===== src/rtl/dcache_pkg.sv =====
// Shared types and default geometry for the MEM-stage data cache.
// The controller and array import these.
package dcache_pkg;

    localparam int DC_INDEX_BITS = 5;
    localparam int DC_LINE_WORDS = 4;
    localparam int OB            = 2 + $clog2(DC_LINE_WORDS);
    localparam int TAG_BITS      = 32 - OB - DC_INDEX_BITS;
    localparam int LINE_BITS     = 32 * DC_LINE_WORDS;

    typedef enum logic [1:0] {
        ST_IDLE    = 2'd0,
        ST_RD_MISS = 2'd1,
        ST_WR_THRU = 2'd2
    } dc_state_e;

endpackage


===== src/rtl/dcache_array.sv =====
// Valid/tag/data storage for the direct-mapped data cache.
// It has one write port (line refill or single word) and a combinational read on the index.
module dcache_array
    import dcache_pkg::*;
#(
    parameter int INDEX_BITS = DC_INDEX_BITS,
    parameter int LINE_WORDS = DC_LINE_WORDS,
    parameter int TAG_W      = TAG_BITS
) (
    input  logic                          clk_i,
    input  logic                          rst_i,
    input  logic [INDEX_BITS-1:0]         rd_idx,
    output logic                          rd_valid,
    output logic [TAG_W-1:0]              rd_tag,
    output logic [32*LINE_WORDS-1:0]      rd_line,
    input  logic [INDEX_BITS-1:0]         wr_idx,
    input  logic                          line_we,
    input  logic [TAG_W-1:0]              wr_tag,
    input  logic [32*LINE_WORDS-1:0]      wr_line,
    input  logic                          word_we,
    input  logic [$clog2(LINE_WORDS)-1:0] wr_off,
    input  logic [31:0]                   wr_word
);

    localparam int LINES = 1 << INDEX_BITS;

    logic [LINES-1:0]               valid_q;
    logic [TAG_W-1:0]               tag_q  [LINES];
    logic [LINE_WORDS-1:0][31:0]    data_q [LINES];

    always_ff @(posedge clk_i or negedge rst_i) begin
        if (!rst_i) begin
            valid_q <= '0;
        end else if (line_we) begin
            valid_q[wr_idx] <= 1'b1;
        end
    end

    // Tag and data contents survive reset; only the valid bits are cleared.
    always_ff @(posedge clk_i) begin
        if (line_we) begin
            tag_q[wr_idx]  <= wr_tag;
            data_q[wr_idx] <= wr_line;
        end else if (word_we) begin
            data_q[wr_idx][wr_off] <= wr_word;
        end
    end

    assign rd_valid = valid_q[rd_idx];
    assign rd_tag   = tag_q[rd_idx];
    assign rd_line  = data_q[rd_idx];

endmodule


===== src/rtl/dcache_ctrl.sv =====
// MEM-stage data cache controller: direct-mapped, write-through, read-allocate.
// It drives the pipeline hold and the single-request memory interface.
module dcache_ctrl
    import dcache_pkg::*;
#(
    parameter int INDEX_BITS = DC_INDEX_BITS,
    parameter int LINE_WORDS = DC_LINE_WORDS
) (
    input  logic                     clk_i,
    input  logic                     rst_i,
    input  logic                     MemRead_i,
    input  logic                     MemWrite_i,
    input  logic [31:0]              addr_i,
    input  logic [31:0]              wdata_i,
    output logic [31:0]              rdata_o,
    output logic                     hold_o,
    output logic                     mem_req_o,
    output logic                     mem_we_o,
    output logic [31:0]              mem_addr_o,
    output logic [31:0]              mem_wdata_o,
    input  logic                     mem_ack_i,
    input  logic [32*LINE_WORDS-1:0] mem_rdata_i
);

    localparam int OFS_BITS = $clog2(LINE_WORDS);
    localparam int IDX_LSB  = 2 + OFS_BITS;
    localparam int TAG_LSB  = IDX_LSB + INDEX_BITS;
    localparam int TAG_W    = 32 - TAG_LSB;
    localparam logic [31:0] LINE_MASK = ~((32'(LINE_WORDS) << 2) - 32'd1);
    localparam logic [31:0] WORD_MASK = ~32'd3;

    dc_state_e                   state_q;
    logic [INDEX_BITS-1:0]       idx;
    logic [TAG_W-1:0]            tag;
    logic [OFS_BITS-1:0]         off;
    logic                        rd_valid;
    logic [TAG_W-1:0]            rd_tag;
    logic [32*LINE_WORDS-1:0]    rd_line;
    logic [LINE_WORDS-1:0][31:0] line_words;
    logic                        hit;
    logic                        hold_c;

    assign idx        = addr_i[TAG_LSB-1:IDX_LSB];
    assign tag        = addr_i[31:TAG_LSB];
    assign off        = addr_i[IDX_LSB-1:2];
    assign line_words = rd_line;
    assign hit        = rd_valid && (rd_tag == tag);

    // Inputs are frozen while holding, so addr_i still names the outstanding access.
    dcache_array #(
        .INDEX_BITS (INDEX_BITS),
        .LINE_WORDS (LINE_WORDS),
        .TAG_W      (TAG_W)
    ) u_array (
        .clk_i    (clk_i),
        .rst_i    (rst_i),
        .rd_idx   (idx),
        .rd_valid (rd_valid),
        .rd_tag   (rd_tag),
        .rd_line  (rd_line),
        .wr_idx   (idx),
        .line_we  ((state_q == ST_RD_MISS) && mem_ack_i),
        .wr_tag   (tag),
        .wr_line  (mem_rdata_i),
        .word_we  ((state_q == ST_WR_THRU) && mem_ack_i && hit),
        .wr_off   (off),
        .wr_word  (wdata_i)
    );

    always_comb begin
        hold_c = 1'b0;
        case (state_q)
            ST_IDLE:    hold_c = MemWrite_i || (MemRead_i && !hit);
            ST_RD_MISS: hold_c = 1'b1;
            ST_WR_THRU: hold_c = !mem_ack_i;
            default:    hold_c = 1'b0;
        endcase
    end

    // While reset is asserted, hold and load data are forced low even though the inputs may still request an access.
    assign hold_o  = rst_i && hold_c;
    assign rdata_o = rst_i ? line_words[off] : 32'd0;

    always_ff @(posedge clk_i or negedge rst_i) begin
        if (!rst_i) begin
            state_q     <= ST_IDLE;
            mem_req_o   <= 1'b0;
            mem_we_o    <= 1'b0;
            mem_addr_o  <= 32'd0;
            mem_wdata_o <= 32'd0;
        end else begin
            case (state_q)
                ST_IDLE: begin
                    if (MemWrite_i) begin
                        state_q     <= ST_WR_THRU;
                        mem_req_o   <= 1'b1;
                        mem_we_o    <= 1'b1;
                        mem_addr_o  <= addr_i & WORD_MASK;
                        mem_wdata_o <= wdata_i;
                    end else if (MemRead_i && !hit) begin
                        state_q    <= ST_RD_MISS;
                        mem_req_o  <= 1'b1;
                        mem_we_o   <= 1'b0;
                        mem_addr_o <= addr_i & LINE_MASK;
                    end
                end
                ST_RD_MISS, ST_WR_THRU: begin
                    if (mem_ack_i) begin
                        state_q   <= ST_IDLE;
                        mem_req_o <= 1'b0;
                    end
                end
                default: state_q <= ST_IDLE;
            endcase
        end
    end

endmodule


===== config.mk =====
export PLATFORM = sky130hd
export DESIGN_NAME = dcache_ctrl
export DESIGN_NICKNAME = d
export VERILOG_FILES = /design/src/rtl/dcache_pkg.sv /design/src/rtl/dcache_array.sv /design/src/rtl/dcache_ctrl.sv
export SDC_FILE = /design/constraint.sdc
export NUM_CORES = 2
export LEC_CHECK = 0
export CAP_MARGIN = 20
export CORE_AREA = 5 5 567 569
export CTS_CLUSTER_SIZE = 14
export DETAILED_ROUTE_END_ITERATION = 12
export DIE_AREA = 0 0 572 574
export PLACE_DENSITY = 0.75
export SYNTH_ARGS = -nofsm -noshare
export SYNTH_HDL_FRONTEND = slang
export SYNTH_MEMORY_MAX_BITS = 65536
export SYNTH_SLANG_ARGS = --single-unit

===== constraint.sdc =====
create_clock -name clk_i -period 13 [get_ports clk_i]
set_input_delay 1.3 -clock clk_i [delete_from_list [all_inputs] [get_ports clk_i]]
set_output_delay 1.3 -clock clk_i [all_outputs]
set_load 0.05 [all_outputs]

# After elaboration in Yosys (flattened, before gate mapping)
# Memory sizes are Yosys's and may differ from the RTL's.
# Cells that the tools add are included.
# totals
out_inout_bits,99
reg_bits,100
ramBits,4832
elab_cells,320
mem_count,2
# memory_table
name,depth,width,read_ports,rd_ports_with_merged_regs,wr,line_no,source
u_array.data_q,32,128,1,0,1,dcache_array.sv:29,logic [LINE_WORDS-1:0][31:0] data_q [LINES];
u_array.tag_q,32,23,1,0,1,dcache_array.sv:28,logic [TAG_W-1:0] tag_q [LINES];
# classes
magnitude_cmp,4
n_eq_ne,5
n_reduce_logical,19
mux,155
bitwise,129
# ops
op,n
$mux 32,5
$mux 1,139
$mux 128,1
$or 1x1->1,128
$bmux 32 s2,1
$demux 32 s2,1
$or 32x32->32,1
$eq 23x23->1,1
$logic_and 1x1->1,8
$lt 5x6->1 const B,1
$mux 2,3
$reduce_and 2->1,3
$bmux 1 s5,1
$demux 1 s5,1
$ge 5x1->1 const B,1
$pmux 2 s2,1
$reduce_bool 2->1,2
$lt 2x3->1 const B,1
$ne 3x3->1 const B,1
$pmux 1 s3,1
$reduce_and 3->1,1
$eq 2x1->1 const B,1
$eq 2x2->1 const B,1
$ge 2x1->1 const B,1
6 further kinds,7

# Depth between registers and ports, before layout
# depth
word_depth,8
depth_mapped,15
depth_no_buf,9

# Modules after synthesis
# Synthesis repeated with hierarchy kept, for this count alone.
# hier_totals
cells_unflattened,8262
hier_area_um2,187541.1
# modules_own_cells
mod,n_inst,seq_area_each_um2,area_per_inst_um2,cells_each
dcache_array,1,145899.9,183674.9,7916
dcache_ctrl,1,1651.6,3866.2,346

# Worst setup path before layout
# No wires, ideal clock.
# synth_path
path_kind,input port to flip-flop
start,in addr_i[4]
end,mem u_array.data_q[0][0] in the netlist's numbering (enable)
path_stages,15
setup_slack_ps,6725
arrival_time_ps,5854
setup_time_ps,421
path_cell_list,buf_2 buf_2 buf_2 buf_4 mux2i_1 o22ai_1 nor4_1 a31oi_1 nand4b_1 nor4b_4 nand4_4 nor2b_1 buf_2 buf_6 nor2_1
# synth_between
elab_chain_len,8
word_cells_on_any_way,10
# synth_lines
element,line_no,source
from (decl),dcache_ctrl.sv:13,"input logic [31:0] addr_i,"
$mem_v2 32x23 or $bmux 1 s5 (tied branches),--,
$eq 23x23->1 or $mux 1 (tied branches),"dcache_ctrl.sv:47, dcache_array.sv:49",
$logic_and 1x1->1,dcache_ctrl.sv:47,assign hit = rd_valid && (rd_tag == tag);
$logic_and 1x1->1,dcache_ctrl.sv:65,".word_we ((state_q == ST_WR_THRU) && mem_ack_i && hit),"
$mux 1,dcache_array.sv:44,end else if (word_we) begin
$mux 1,dcache_array.sv:41,if (line_we) begin
$mux 128 (implied by the code),dcache_array.sv:45,data_q[wr_idx][wr_off] <= wr_word;
$or 1x1->1 (no source line),--,
to (decl),dcache_array.sv:29,
# Parallel ways exist; a longest one is shown, timed or not. The select of a mux whose other input is x is not followed.

# Worst setup path in the final report
# layout_path
start,in addr_i[4]
end,out hold_o
# layout_between
elab_chain_len,8
word_cells_on_any_way,10
# layout_lines
element,line_no,source
$mem_v2 32x23 or $bmux 1 s5 (tied branches),--,
$eq 23x23->1 or $mux 1 (tied branches),"dcache_ctrl.sv:47, dcache_array.sv:49",
$logic_and 1x1->1 *,dcache_ctrl.sv:47,
$logic_not 1->1 *,dcache_ctrl.sv:73,ST_IDLE: hold_c = MemWrite_i || (MemRead_i && !hit);
$logic_and 1x1->1 *,dcache_ctrl.sv:73,
$logic_or 1x1->1 *,dcache_ctrl.sv:73,
$pmux 1 s3 *,dcache_ctrl.sv:72,case (state_q)
$logic_and 1x1->1 *,dcache_ctrl.sv:81,assign hold_o = rst_i && hold_c;
to (decl),dcache_ctrl.sv:16,"output logic hold_o,"
# Mark *: on every way between the ends. The rest lies on a longest branch, timed or not. The select of a mux whose other input is x is not followed.

==> key figures <==
Placement
  • DPL Wire Length: 271 mm
  • RD Place Congestion: 0.840
  • Buffers on Ports: 291
  • Worst Setup Slack post-DPL: 4320 ps

Die
  • Die ar.: 328,000 µm²
  • Die Ht: 574 µm
  • Die width: 572 µm
  • Initial Utilization: 59.6%
  • Core area: 316,000 µm²
  • Site Rows: 207
  • Top Ports: 296

STA
  • Final worst setup slack: 4100 ps
  • Setup TNS Final: 0 ps
  • Worst Tran Pin Value: 1210 ps
  • Unrepaired setup endpoints after global routing: false
  • Final Hold Vio Count: 0
  • Period utilization: 68.5%
  • FMAX: 0.112 GHz
  • Final Critical Period: 8900 ps
  • Rel. slew slack: 18.2%
  • Max-slew violations: 0
  • Worst Skew: 95.1 ps
  • Setup violators final: 0

GRT
  • Global-route wire length before repair: 757 mm
  • Grt total ovfl: 0
  • Initial antenna violation count: 49
  • Total GRT Usage: 33.3%
  • Largest net degree at the start of global routing: 133
  • Vias in the first global route: 98,600

Logic synthesis
  • Most numerous cell in the Yosys netlist: edfxtp_1
  • Synth unique cells: 55
  • Post-synth EDFFs: 4,832
  • Post-Syn Instances: 8,621
  • Post-Synth XOR/XNOR Area: 0%
  • Mux contribution to synthesized area: 15.0%
  • Synth Area in Compound Gates: 3.43%
  • Main synth FF type: edfxtp_1
  • Synthesized cell area: 189,000 µm²
  • Post-synthesis simple-gate area fraction: 2.08%
  • Number of synthesized register bits: 4,930
  • Post-synthesis adder-cell area fraction: 0.0265%
  • Async SR Flop Fraction: 1.99%
  • Area leader, netlist: edfxtp_1
  • Yosys top cell area share: 76.9%
  • Synth Warn #: 0
  • Register area share after synthesis: 78.2%
  • Syn_area_per_cell: 21.9 µm²
  • Top cells by area, synth: edfxtp_1 (77%), mux4_2 (12%), mux2i_1 (2.0%)
  • Largest family of logic cells by synthesized area: multiplexers
  • Commonest cells in the netlist: edfxtp_1 (4,832), mux4_2 (1,032), a22oi_1 (389), mux2i_1 (368), clkbuf_1 (306)

Route
  • Vias per cell: 7.27
  • Antenna Nets Post-Route: 0
  • WL met1: 178 mm
  • Met3 WL: 81.1 mm
  • Highest metal used: met5
  • Vias post-DR: 100,000
  • WL/cell: 40.0 µm
  • Post-Route WL: 551 mm
  • Initial DRC Count: 17,400
  • Metal2 WL: 255 mm
  • DRC: 0
  • TritonRoute pass-1 iters: 6

Critical path
  • Startpoint types: input port
  • Worst-path fanout max: 132
  • Critical Path RT: 11,700 ps
  • Flop-to-flop setup slack: 7180 ps
  • Critical Path, Cell by Cell: buf_16 > buf_12 > buf_4 > mux2i_1 > o22ai_1 > nor4_1 > and3b_1 > o22ai_1 > or4_1 > nor3_4 > buf_4 > nor2_1 > o41a_1 > clkdlybuf4s50_1
  • R2R Path End: u_array.data_q[18][94]
  • CP Class: in -> out
  • R2R cell count: 12
  • Slowest CP cell: or4_1
  • Crit path buffers/inverters: 5
  • CP endpoint kind: output port
  • Cell family contributing the most delay on the critical path: buffers and inverters
  • CP arrival: 7600 ps
  • CP max stage delay: 810 ps
  • RR Startpoint: u_array.tag_q[28][14]

Power and ir drop
  • Pint: 25.7 mW
  • Peak VDD IR: 0.000142 V
  • Leak: 66.9 nW
  • Share of total power in combinational logic: 7.8%
  • Net switching power: 7.72 mW
  • Switching Fraction: 23.1%
  • Sequential power share: 53.2%
  • Pwr/cell area: 157 nW/µm²
  • Clock share of power: 39.1%

Clocking
  • Latest clock arrival within the worst-skew pair: 1000 ps
  • CTS clk-pin slew, worst paths: 70 ps
  • Root Buffer: clkbuf_16
  • CTS sink cnt: 4,930
  • Cts repair resizes: 0
  • Post-CTS setup buffers: 0
  • CTS tree: yes
  • # H-tree levels: 5
  • Clock buffer count from CTS: 460
  • Max Root-Sink Buffers: 4
  • Hold_buf cts: 0

Finish
  • Area Growth Syn to Fin: 13.0%
  • Final Util: 67.4%
  • Share of cells above drive strength 1: 24.2%
  • Nets: 9,361

Min path
  • Hold Crit Class: in -> async

Status
  • Status: complete, no violations

Flow run
  • Total of max-cap violations: 0
[per-stage QoR]
| step | area [µm²] | instances | hold slack, ps | power [mW] |
|---|---|---|---|---|
| floorplan | 189000 | 8622 | 434 | 19.6 |
| CTS | 213000 | 13700 | 295 | 33.4 |
| global placement | 198000 | 12900 | 446 | 20.6 |
| detailed placement | 198000 | 12900 | 449 | 20.7 |
| global route | 213000 | 13800 | 343 | 34.3 |
| finish | 213000 | 13800 | 315 | 33.4 |
[how the worst max path moves through the flow]
stage	from	depth (start not counted)	slack, ps	endpoint
after floorplan	addr_i[4]	15	6730	u_array.data_q[0][0]
after global placement	addr_i[4]	14	4340	hold_o
after detailed placement	addr_i[4]	14	4320	hold_o
after CTS	addr_i[4]	14	4300	hold_o
after global routing	addr_i[4]	14	4020	hold_o
final	addr_i[4]	14	4100	hold_o
[layout by cell type, fill, tap and decap left out, types with 11 or more instances in the layout]
cell / instances
edfxtp_1: 4832
mux4_2: 1032
clkbuf_16: 463
a22oi_1: 389
mux2i_1: 368
buf_4: 284
clkdlybuf4s50_1: 273
o22ai_1: 188
nor2_4: 161
nand2_1: 147
nand4_1: 132
clkinv_1: 118
clkbuf_1: 110
mux2_2: 104
dfrtp_1: 98
a221oi_1: 86
clkinv_2: 85
o21ai_0: 69
a22o_1: 64
diode_2: 58
nand3_1: 58
o211ai_1: 54
nor4_1: 44
and2_1: 34
or2_2: 33
nor2b_1: 29
bufinv_16: 29
mux2_1: 24
buf_12: 20
nor2_1: 15
a21oi_1: 13
a31oi_1: 13
clkbuf_8: 11
buf_2: 11
[cells by family after synthesis]
| family | count (synthesis) |
|---|---|
| other cells | 1 |
| fa+ha+maj | 4 |
| buf+inv | 530 |
| compound gates | 896 |
| mux | 1528 |
| simple gates | 732 |
| flops | 4930 |
[power groups by stage]
stage                     Clock [mW]  Combinational [mW]  Sequential (mW)
after floorplan                    0                1.19             18.4
after global placement             0                2.49             18.1
after detailed placement           0                2.55             18.1
after CTS                       13.1                2.57             17.8
after global routing            13.8                2.71             17.8
final                           13.1                2.60             17.8
[layer usage]
layer  global-route usage (%)  vias to the layer above
met5                   0.0436                        -
met1                     44.7                    51700
met3                     9.18                     1558
li1                         -                    37900
met4                     19.9                       14
met2                     49.6                     9140
[sequential cells by signal, summed over array words and instances (netlist names)]
signal           count
mem_addr_o          30
mem_wdata_o         32
u_array.tag_q      736
mem_we_o             1
state_q              2
mem_req_o            1
u_array.valid_q     32
u_array.data_q    4096
[cell type report]
type / instances / area (µm²)
sequential: 4930 / 148000
fill: 18700 / 103000
multi-input combinational: 3162 / 40100
clock buffer: 584 / 12200
timing repair buffer: 600 / 5520
tap: 4180 / 5230
clock inverter: 271 / 2390
antenna: 58 / 145
inverter: 6 / 22.5
No activity file was read; power rests on OpenSTA's default activity.
